==> config.mk <==
export PLATFORM = sky130hd
export DESIGN_NAME = sum_diff_pipe
export DESIGN_NICKNAME = d
export VERILOG_FILES = /design/src/rtl/qsq_pkg.sv /design/src/rtl/qsq_pipe_reg.sv /design/src/rtl/sum_diff_pipe.sv
export SDC_FILE = /design/constraint.sdc
export NUM_CORES = 1
export LEC_CHECK = 0
export BUFFER_PORTS_ARGS = -buffer_cell sky130_fd_sc_hd__buf_2
export CAP_MARGIN = 10
export CORE_MARGIN = 2
export CORE_UTILIZATION = 35
export CTS_CLUSTER_DIAMETER = 60
export DETAILED_ROUTE_END_ITERATION = 16
export SLEW_MARGIN = 15
export SYNTH_ARGS = -nofsm -noshare
export SYNTH_HDL_FRONTEND = slang
export SYNTH_HIERARCHICAL = 1
export SYNTH_SLANG_ARGS = --single-unit
==> constraint.sdc <==
create_clock -name clk -period 3.19 [get_ports clk]
set_input_delay 0.319 -clock clk [delete_from_list [all_inputs] [get_ports clk]]
set_output_delay 0.319 -clock clk [all_outputs]
set_load 0.02 [all_outputs]
==> src/rtl/qsq_pkg.sv <==
// Shared definitions for the quarter-square multiplier datapath.
// Holds the sum/difference width helper and the {neg, value} result
// record consumed by the square-LUT stage.
package qsq_pkg;

   // Width of an exact sum or difference of two w-bit two's-complement operands.
   function automatic int sum_w(input int width);
      return width + 1;
   endfunction

   // Default operand width of the multiplier datapath.
   localparam int QSQ_WIDTH = 8;
   localparam int QSQ_SUM_W = sum_w(QSQ_WIDTH);

   // Result record handed to the square-LUT stage: sign plus value/magnitude.
   typedef struct packed {
      logic                 neg;
      logic [QSQ_SUM_W-1:0] value;
   } qsq_res_t;

endpackage

==> src/rtl/qsq_pipe_reg.sv <==
// Generic valid/ready register slice. One payload register plus a valid
// flag; it loads when empty or when its content leaves in the same cycle,
// so bubbles collapse and a full slice still streams one item per cycle.
module qsq_pipe_reg #(
   parameter int W = 8
) (
   input  logic         clk,
   input  logic         rst,
   input  logic         s_valid_i,
   output logic         s_ready_o,
   input  logic [W-1:0] s_data_i,
   output logic         m_valid_o,
   input  logic         m_ready_i,
   output logic [W-1:0] m_data_o
);

   logic         valid_q, valid_d;
   logic [W-1:0] data_q, data_d;
   logic         load;

   // Ready and next-state: accept when empty or when the held item leaves now.
   always_comb begin
      s_ready_o = !rst && (!valid_q || m_ready_i);
      load      = s_valid_i && s_ready_o;
      valid_d   = load ? 1'b1 : (valid_q && !m_ready_i);
      data_d    = load ? s_data_i : data_q;
   end

   // State registers; reset discards any held item.
   always_ff @(posedge clk or posedge rst) begin
      if (rst) begin
         valid_q <= 1'b0;
         data_q  <= '0;
      end else begin
         valid_q <= valid_d;
         data_q  <= data_d;
      end
   end

   assign m_valid_o = valid_q;
   assign m_data_o  = data_q;

endmodule

==> src/rtl/sum_diff_pipe.sv <==
// Sum/difference front end of the quarter-square LUT multiplier.
// Stage 1 forms the exact WIDTH+1-bit signed sum and difference with sign
// flags. Define SUM_DIFF_ABS_EN to add a second stage that converts both
// results to unsigned magnitudes (LUT indices); flags pass through unchanged.
module sum_diff_pipe
   import qsq_pkg::*;
#(
   parameter int WIDTH = 8
) (
   input  logic             clk,
   input  logic             rst,
   input  logic [WIDTH-1:0] a_i,
   input  logic [WIDTH-1:0] b_i,
   input  logic             in_valid,
   output logic             in_ready,
   output logic [WIDTH:0]   sum_o,
   output logic [WIDTH:0]   diff_o,
   output logic             sum_neg_o,
   output logic             diff_neg_o,
   output logic             out_valid,
   input  logic             out_ready
);

   localparam int SUM_W = sum_w(WIDTH);

   typedef struct packed {
      logic             neg;
      logic [SUM_W-1:0] value;
   } res_t;

   typedef struct packed {
      res_t sum;
      res_t diff;
   } pair_t;

   localparam int PAIR_W = $bits(pair_t);

   // Sign-extend one operand to the result width.
   function automatic logic signed [SUM_W-1:0] sext(input logic [WIDTH-1:0] x);
      return $signed({x[WIDTH-1], x});
   endfunction

   // Magnitude as unsigned SUM_W bits; -2^WIDTH maps onto 2^WIDTH exactly.
   function automatic logic [SUM_W-1:0] mag(input logic [SUM_W-1:0] v);
      return v[SUM_W-1] ? (~v + 1'b1) : v;
   endfunction

   logic signed [SUM_W-1:0] sum_s_p0, diff_s_p0;
   pair_t                   pair_p0, pair_p1, result;
   logic                    vld_p1;
   logic                    s1_rdy_dn;

   // Stage 1 arithmetic: true widened add and subtract, no WIDTH-bit negation of b.
   always_comb begin
      sum_s_p0           = sext(a_i) + sext(b_i);
      diff_s_p0          = sext(a_i) - sext(b_i);
      pair_p0.sum.neg    = sum_s_p0[SUM_W-1];
      pair_p0.sum.value  = sum_s_p0;
      pair_p0.diff.neg   = diff_s_p0[SUM_W-1];
      pair_p0.diff.value = diff_s_p0;
   end

   qsq_pipe_reg #(.W(PAIR_W)) u_s1 (
      .clk       (clk),
      .rst       (rst),
      .s_valid_i (in_valid),
      .s_ready_o (in_ready),
      .s_data_i  (pair_p0),
      .m_valid_o (vld_p1),
      .m_ready_i (s1_rdy_dn),
      .m_data_o  (pair_p1)
   );

`ifdef SUM_DIFF_ABS_EN
   pair_t pair_abs_p1, pair_p2;

   // Stage 2 conversion: magnitudes for LUT indexing, flags carried as-is.
   always_comb begin
      pair_abs_p1.sum.neg    = pair_p1.sum.neg;
      pair_abs_p1.sum.value  = mag(pair_p1.sum.value);
      pair_abs_p1.diff.neg   = pair_p1.diff.neg;
      pair_abs_p1.diff.value = mag(pair_p1.diff.value);
   end

   qsq_pipe_reg #(.W(PAIR_W)) u_s2 (
      .clk       (clk),
      .rst       (rst),
      .s_valid_i (vld_p1),
      .s_ready_o (s1_rdy_dn),
      .s_data_i  (pair_abs_p1),
      .m_valid_o (out_valid),
      .m_ready_i (out_ready),
      .m_data_o  (pair_p2)
   );

   assign result = pair_p2;
`else
   assign s1_rdy_dn = out_ready;
   assign out_valid = vld_p1;
   assign result    = pair_p1;
`endif

   assign sum_o      = result.sum.value;
   assign sum_neg_o  = result.sum.neg;
   assign diff_o     = result.diff.value;
   assign diff_neg_o = result.diff.neg;

endmodule
==> out/results.ini <==
[detailed_routing]
avgRoutedWirePerCell_microns=12.3
route.final.wire_length_microns=2950
drt_iter0_drc=70
vias=1153
drt_first_pass_iters=4
drc=0
antenna_left=0
vias_per_cell=4.82

[pwr]
vdd.ir_drop.worst_mv=0.140
p_comb_share_pct=45.4
switchingPower_mw=0.364
p_sw_share_pct=35.8
p_per_area_nw_per_um2=538
clkPwrFrac_pct=16.3
seq_power_share_pct=38.2
fin_total_pwr_mw=1.02
p_leak_nw=0.956
internal-power_mw=0.653

[sta]
clock.fmax_mhz=499
slew_headroom_pct=48.6
tightest_slew_ps=770
finalWorstPathRequiredPeriod_ps=2000
finalHoldViolCount=0
slew_violations=0
rsz0062_at_grt=false
setup_viol=0
final.setup.tns_ps=0
period_share_pct=62.8
skew_ps=1.08

[setup_path]
start_kind=input pin
slowest_delay_ps=410
reg2reg_to=u_s1/m_data_o[4]
reg2reg_depth=3
rr_startpoint=u_s1/m_valid_o
cp-end-kind=flop
path_cells=buf_2, ha_1, fa_1, nor2b_1, or3_1, a21oi_1, o21bai_1, xnor2_1, mux2_4
r2r_slack_ps=1610
crit_path_max_fanout=2
cp_slowest_cell=fa_1
crit_type=in2reg
required_ps=3330
arrival_ps=2140

[floorplan]
fp.dieW_microns=72.1
core_area_sq_um=4410
die_h_microns=72.1
io_pins=42
die_area_sq_um=5190
start_util_pct=36.7
rows=24

[placed_design]
post-dp-hpwl_microns=2450
dp.cells=235
place.gp.congestion=0.818
place_area_sq_um=1840
port_buffers=41

[global_route]
grt-ovfl-total=0
antenna_found_initial=0
grt.total_usage_pct=11.7
grt_pass1_vias=1035
grt_pass1_wl_microns=4790
grt_max_degree=22

[synthesis]
synthCells=148
yosys_most_used_dff=dfrtp_1
synth_seq_area_share_pct=32.4
synth.distinct_cells=32
netlist_top_cells_area=dfrtp_1 32%, mux2_4 19%, ha_1 12%
yosysTopAreaCell=dfrtp_1
netlist_area_sq_um=1620
ys_async_sr_fraction_pct=100
synth_warnings=6
synth_seq_cells=21
syn_nets=186
yosys.area.top_type_share_pct=32.4
avgSynthCellArea_sq_um=11.0
synth_edf_count=0

[cts]
cts_tree=done
holdBufCountCts=0
clk_latency_ps=250
cts_buffers=3
clk_pin_slew_ps=70
root_buffer=clkbuf_8
htreeDepth=1
cts_resized=0
cts_buffer_depth=2
clock_sinks=21
cts_setup_buffers=0

[layout]
drive_above_1_share_pct=38.5
instances_no_fill=239
area_growth_pct=16.4
design_area_sq_um=1890
nets=226
n_antenna_cell=0
post-route-util_pct=42.8

[worst_hold_path]
min_path_type=in2async

[job]
maxCapViolCount=0

[status]
status=complete, no violations

==> state kept, by name (all words and copies together), names as in the netlist <==
register        flops
u_s1/m_data_o      20
u_s1/m_valid_o      1
==> synthesized netlist by cell type (2+ instances only) <==
cell / n
o21bai_1: 2
dfrtp_1: 21
buf_2: 3
buf_6: 3
xnor2_1: 8
nor2_1: 9
nor2b_1: 3
inv_1: 18
fa_1: 2
a21oi_1: 12
o21ai_0: 7
nor3_1: 4
mux2_4: 20
ha_1: 16
nand2b_1: 2
xor2_1: 2
==> stage by stage <==
step	worst slack, ps	hold WS, ps
2_1_floorplan	1130	296
3_3_place_gp	930	495
3_5_place_dp	910	494
4_1_cts	1180	242
5_1_grt	1070	292
6_report	1190	219
==> worst max-delay path by stage <==
stage	from	end	slack (ps)	cells past startpoint
3_5_place_dp	a_i[0]	u_s1/m_data_o[16]	910	9
5_1_grt	a_i[0]	u_s1/m_data_o[9]	1070	10
2_1_floorplan	a_i[0]	u_s1/m_data_o[16]	1130	8
6_report	a_i[0]	u_s1/m_data_o[16]	1190	9
3_3_place_gp	a_i[0]	u_s1/m_data_o[16]	930	9
4_1_cts	a_i[0]	u_s1/m_data_o[16]	1180	9
==> worst max-delay path: cells and delay by family <==
family | cells | cell delay (ps)
AO/OA/AOI/OAI | 2 | 220
XOR/XNOR | 1 | 130
adder cells (fa/ha/maj) | 2 | 650
buffers and inverters | 1 | 110
multiplexers | 1 | 250
AND/OR/NAND/NOR | 2 | 460
==> cell usage in the layout, fill, tap and decap left out, drive strengths merged, types with 3 or more instances in the layout <==
master  instances
a21oi          12
buf            41
clkbuf          4
dfrtp          21
ha             16
inv            19
mux2           20
nand2b          3
nor2           11
nor2b           4
nor3            4
o21ai           7
xnor2           8
==> logic make-up (layout without fill, tap and decap cells) <==
group                      count (synthesis)  count (layout)  share of synthesized area (%)
DFF                                       21              21                           32.4
muxes                                     20              20                           18.5
buffers and inverters                     25              64                           7.41
adders and majority gates                 18              18                           14.8
and+or+nand+nor                           26              26                           9.65
xor gates and xnor gates                  10              10                           5.40
AOI/OAI and AO/OA                         28              28                           11.8
==> power by group through the flow <==
| stage | registers, mW | clock network, mW | logic, mW |
|---|---|---|---|
| final | 0.389 | 0.166 | 0.462 |
| after global routing | 0.400 | 0.186 | 0.497 |
| after CTS | 0.390 | 0.173 | 0.467 |
| after detailed placement | 0.394 | 0 | 0.468 |
| after global placement | 0.393 | 0 | 0.460 |
| after floorplan | 0.482 | 0 | 0.244 |
==> per-layer routing <==
layer	up-vias	track usage [%]	share of wire (%)	wire length [microns]
li1	578	-	-	-
met1	545	17.1	50	1460
met2	26	17.1	44	1290
met3	4	1.53	4.5	134
met4	0	5.66	1.9	57
met5	-	0	0	0
==> layout make-up <==
| class | instances | area (sq um) |
|---|---|---|
| clock buffers | 4 | 45.0 |
| fillers | 443 | 2530 |
| inverters | 19 | 71.3 |
| multi-input cells | 102 | 976 |
| flip-flops and latches | 21 | 526 |
| well taps | 52 | 65.1 |
| repair buffers | 41 | 205 |
No activity file was read; power rests on OpenSTA's default activity.
